<file path="src/rtl/vc_demux_ctrl_pkg.sv">
// Shared constants for the VC demux controller: state encoding {inflight, hold_valid}
// and VC index values.
package vc_demux_ctrl_pkg;

    typedef logic [1:0] demux_st_t;

    localparam demux_st_t ST_IDLE      = 2'b00;
    localparam demux_st_t ST_HOLD      = 2'b01;
    localparam demux_st_t ST_FLOW      = 2'b10;
    localparam demux_st_t ST_HOLD_INFL = 2'b11;

    localparam logic VC0 = 1'b0;
    localparam logic VC1 = 1'b1;

    function automatic logic vc_is_full(input logic tgt, input logic full0, input logic full1);
        return (tgt == VC1) ? full1 : full0;
    endfunction

endpackage

</file>
<file path="src/rtl/vc_hold_reg.sv">
// One-entry holding register for a word whose target VC was full on arrival.
// Load takes priority over unload; the two never coincide in the demux controller.
module vc_hold_reg #(
    parameter int unsigned DATA_SIZE = 6
) (
    input  logic                 clk,
    input  logic                 reset_L,
    input  logic                 load,
    input  logic                 unload,
    input  logic [DATA_SIZE-1:0] din,
    output logic                 valid,
    output logic [DATA_SIZE-1:0] dout
);

    logic                 valid_q, valid_d;
    logic [DATA_SIZE-1:0] data_q, data_d;

    always_comb begin
        valid_d = valid_q;
        data_d  = data_q;
        if (load) begin
            valid_d = 1'b1;
            data_d  = din;
        end else if (unload) begin
            valid_d = 1'b0;
        end
    end

    always_ff @(posedge clk or negedge reset_L) begin
        if (!reset_L) begin
            valid_q <= 1'b0;
            data_q  <= '0;
        end else begin
            valid_q <= valid_d;
            data_q  <= data_d;
        end
    end

    assign valid = valid_q;
    assign dout  = data_q;

endmodule

</file>
<file path="src/rtl/vc_demux_ctrl.sv">
// Drains the main FIFO and routes each word to VC0 or VC1 by its selector bit,
// parking a word in the hold register when its target fills while it is in flight.
module vc_demux_ctrl
    import vc_demux_ctrl_pkg::*;
#(
    parameter int unsigned DATA_SIZE  = 6,
    parameter int unsigned VC_SEL_BIT = 5
) (
    input  logic                 clk,
    input  logic                 reset_L,
    input  logic                 fifo_empty_main,
    input  logic                 fifo_pause_main,
    input  logic [DATA_SIZE-1:0] data_demux_vc,
    input  logic                 vc0_full,
    input  logic                 vc1_full,
    input  logic                 vc0_pause,
    input  logic                 vc1_pause,
    output logic                 pop_main,
    output logic                 push_vc0,
    output logic                 push_vc1,
    output logic [DATA_SIZE-1:0] data_vc,
    output logic                 hold_valid,
    output logic                 demux_error
);

    logic                 inflight_q;
    logic                 demux_error_q, demux_error_d;
    logic                 hold_load, hold_unload;
    logic [DATA_SIZE-1:0] hold_data;
    demux_st_t            st;
    logic                 arr_tgt, hold_tgt;

    // Main-FIFO almost-full is status only; popping ignores it.
    logic unused_pause_main;
    assign unused_pause_main = fifo_pause_main;

    // Pop only when every downstream resource has room for the returning word.
    assign pop_main = reset_L & ~fifo_empty_main & ~hold_valid &
                      ~vc0_full & ~vc1_full & ~vc0_pause & ~vc1_pause;

    assign st       = {inflight_q, hold_valid};
    assign arr_tgt  = data_demux_vc[VC_SEL_BIT];
    assign hold_tgt = hold_data[VC_SEL_BIT];

    always_comb begin
        push_vc0      = 1'b0;
        push_vc1      = 1'b0;
        data_vc       = '0;
        hold_load     = 1'b0;
        hold_unload   = 1'b0;
        demux_error_d = demux_error_q;
        unique case (st)
            ST_FLOW: begin
                if (!vc_is_full(arr_tgt, vc0_full, vc1_full)) begin
                    data_vc  = data_demux_vc;
                    push_vc0 = (arr_tgt == VC0);
                    push_vc1 = (arr_tgt == VC1);
                end else begin
                    hold_load = 1'b1;
                end
            end
            ST_HOLD, ST_HOLD_INFL: begin
                // The held word always wins; a word arriving on top of it is dropped.
                data_vc = hold_data;
                if (!vc_is_full(hold_tgt, vc0_full, vc1_full)) begin
                    push_vc0    = (hold_tgt == VC0);
                    push_vc1    = (hold_tgt == VC1);
                    hold_unload = 1'b1;
                end
                if (st == ST_HOLD_INFL) begin
                    demux_error_d = 1'b1;
                end
            end
            default: begin
            end
        endcase
    end

    always_ff @(posedge clk or negedge reset_L) begin
        if (!reset_L) begin
            inflight_q    <= 1'b0;
            demux_error_q <= 1'b0;
        end else begin
            inflight_q    <= pop_main;
            demux_error_q <= demux_error_d;
        end
    end

    vc_hold_reg #(
        .DATA_SIZE(DATA_SIZE)
    ) u_hold (
        .clk    (clk),
        .reset_L(reset_L),
        .load   (hold_load),
        .unload (hold_unload),
        .din    (data_demux_vc),
        .valid  (hold_valid),
        .dout   (hold_data)
    );

    assign demux_error = demux_error_q;

endmodule
</file>
<file path="config.mk">
export PLATFORM = sky130hd
export DESIGN_NAME = vc_demux_ctrl
export DESIGN_NICKNAME = d
export VERILOG_FILES = /design/src/rtl/vc_demux_ctrl_pkg.sv /design/src/rtl/vc_hold_reg.sv /design/src/rtl/vc_demux_ctrl.sv
export SDC_FILE = /design/constraint.sdc
export NUM_CORES = 1
export LEC_CHECK = 0
export ABC_AREA = 1
export ABC_CLOCK_PERIOD_IN_PS = 2670
export BUFFER_PORTS_ARGS = -buffer_cell sky130_fd_sc_hd__buf_2
export CAP_MARGIN = 20
export CORE_UTILIZATION = 38
export CTS_CLUSTER_DIAMETER = 150
export DETAILED_ROUTE_END_ITERATION = 7
export PLACE_DENSITY = 0.68
export SYNTH_ARGS = -nofsm -noshare
export SYNTH_HDL_FRONTEND = slang
export SYNTH_SLANG_ARGS = --single-unit
</file>
<file path="constraint.sdc">
create_clock -name clk -period 2.67 [get_ports clk]
set_input_delay 0.4005 -clock clk [delete_from_list [all_inputs] [get_ports clk]]
set_output_delay 0.4005 -clock clk [all_outputs]
set_load 0.05 [all_outputs]
</file>
==> summary.txt <==
Status = finished with violations
Violated checks = DRC
Number of buffers added on ports = 23
FMAX = 490 MHz
Post-synth EDFFs = 0
Buf/Inv on CP = 1
Antenna Nets Post-Route = 0
Final Hold Viols = 0
Die ar. = 0.00153 mm^2
Crit path max-delay cell type = dfrtp_1
FF+latch count, synth = 9
Worst-path clk slew = 0.06 ns
Asr flop ratio synth = 100%
Width of the die = 39.1 um
Synth top area cells = dfrtp_1 43%, nand2_1 22%, nand3_1 8.6%
CTS root buf = clkbuf_4
Initial Util = 40.7%
Syn_area_per_cell = 7.37 um^2
Yosys Warn Count = 0
CTS tree = built
Final setup vio count = 0
Most common cell in the netlist = nand2_1
Met2 routed WL = 457 um
Die height = 39.1 um
Yosys cell types = 12
DR pass1 iterations = 6
Stages on the worst setup path = 4
Combinational Power Share = 14.2%
FF-to-FF path depth = 4
Crit-path max cell delay = 0.53 ns
Final period utilization = 76.4%
Worst-path fanout max = 14
Sw frac = 26.7%
Total internal power = 0.000219 W
Leak = 0.394 nW
Critical R2R Capture = u_hold.dout[5]$_DFFE_PN0P_
Netlist Area Pre-Place = 523 um^2
Worst Setup EP = push_vc1
Critical path arrival = 1.64 ns
Crit. End Element = output port
Max Transition Viols Final = 0
Post-layout net count = 111
Total GRT Usage = 17.0%
DP Wirelength = 760 um
Worst Tran Pin Value = 0.409 ns
Maximum buffer depth of the clock tree = 2
Skew final = 0.00619 ns
Unrepaired setup endpoints after global routing = false
Setup TNS = 0 ns
Routed vias = 508
Hold path startpoint = vc1_pause
Fin crit period = 2.04 ns
Hold crit path type = in -> reg
Initial antenna violation count = 0
Register-to-register setup slack = 1.29 ns
Req. time, crit path = 2.27 ns
H-tree Lvls = 1
Fill cells = 142
Met3 routed WL = 32 um
Met1 WL = 507 um
Synth Instances = 71
Setup Buffers After CTS = 0
Most used flip-flop cell after synthesis = dfrtp_1
Synthesized Nets = 85
Cell taking the most area after synthesis = dfrtp_1
Row count = 13
Clk pwr share = 33.8%
I/O Pins = 25
Share of layout cells above drive strength 1 = 34.4%
Vias/cell = 4.58
Top-area cell type share of the netlist area = 43.1%
GRT overflow = 0
Worst-Skew Late Latency = 0.26 ns
Pin count of the biggest net entering global routing = 15
Slew headroom = 72.7%
Power per cell area = 447 mW/mm^2
Hold_ws = 0.375 ns
Antenna diodes = 0
Syn-to-layout area delta = 27.8%
DRC = 2
Setup crit start = u_hold.valid$_DFFE_PN0P_
Startpoint Class = flop
CP Class = reg -> out
Total CTS buffers = 3
Post-synth top cells = 30 x nand2_1, 9 x dfrtp_1, 9 x nand3_1, 5 x nor2_1
Iteration-0 DRC Markers = 15
# Max-Cap Violations = 0
Routed wire length = 997 um
Highest Signal Layer = met3
Seq pwr share = 52.0%
Number of global-route vias before repair = 402
Top delay family on crit path = flip-flops
Psw = 0.0000796 W
First-pass GRT wire length = 1660 um
Sink Count = 9
Reg-to-Reg Start = u_hold.valid$_DFFE_PN0P_
Routability congestion estimate = 0.822
Crit path cell chain = nor2_4, nand3_1, o21ai_0, buf_2
Final total power = 0.000298 W
Register area share after synthesis = 43.1%
Core Box Area = 0.00128 mm^2
VDD IR max = 0.000287 V
Routed length per instance = 8.98 um
[routing by layer]
metal / GRT usage (%) / vias up
li1: - / 276
met1: 20.3 / 221
met2: 25.0 / 11
met3: 8.67 / 0
met4: 7.76 / 0
met5: 0 / -
[through the flow]
step,std cells,area (um^2),setup WS (ns),util [%]
after floorplan,71,523,0.187,-
after global placement,106,631,0.885,49.1
after detailed placement,106,631,0.890,49.1
after CTS,111,668,0.591,52.0
after global routing,111,668,0.509,52.0
final,111,668,0.629,52.0
[registers in the layout, summed over array words and instances, names as in the netlist]
name	flops
inflight_q	1
u_hold.dout	6
u_hold.valid	1
demux_error	1
[power groups by stage]
stage	sequential, W	clock, W	combinational (W)
after global placement	0.000158	0	0.0000413
after floorplan	0.000158	0	0.0000258
final	0.000155	0.000101	0.0000424
after detailed placement	0.000158	0	0.0000421
after CTS	0.000155	0.000105	0.0000433
after global routing	0.000157	0.000115	0.0000499
[worst min-delay path: stages]
cell and delay (ns):
buf_2 0.08, nor2_1 0.03, nand2_1 0.04, nor2_1 0.05
[cells by family (layout without fill, tap and decap cells)]
group	after synthesis	after routing	synth area share (%)
AO/OA/AOI/OAI	9	9	12.0
AND/OR/NAND/NOR	46	46	37.1
flip-flops	9	9	43.1
buffers and inverters	7	32	7.89
[cells in the final DEF (no fill, tap or decap), drive strengths merged]
cell         netlist  final
a21o               1      1
o21ai              8      8
clkbuf             0      3
nand3              9      9
dlygate4sd3        0      1
nand2             31     31
nor2               6      6
dfrtp              9      9
buf                3     23
clkinv             0      1
inv                4      4
[layout make-up]
class / count / area (um^2) / area share, %
Inverter: 4 / 15.0 / 2.25
Multi-Input combinational cell: 55 / 256 / 38.4
Clock inverter: 1 / 5.00 / 0.749
Tap cell: 15 / 18.8 / 2.81
Clock buffer: 3 / 22.5 / 3.37
Timing Repair Buffer: 24 / 125 / 18.7
Sequential cell: 9 / 225 / 33.7
[how the worst min path moves through the flow]
stage                                            end  depth (start not counted)
after floorplan              demux_error$_DFFE_PN0P_                          0
after global placement       demux_error$_DFFE_PN0P_                          1
after detailed placement  u_hold.dout[1]$_DFFE_PN0P_                          1
after CTS                       inflight_q$_DFF_PN0_                          4
after global routing            inflight_q$_DFF_PN0_                          4
final                           inflight_q$_DFF_PN0_                          4
[timing repair]
action / 4_1_cts / 5_1_grt
resized for setup: 0 / 0
hold endpoints to repair: 9 / 0
setup endpoints to repair: 0 / 0
hold buffers: 1 / 0
Note: power is estimated with default switching activity, not from simulation.
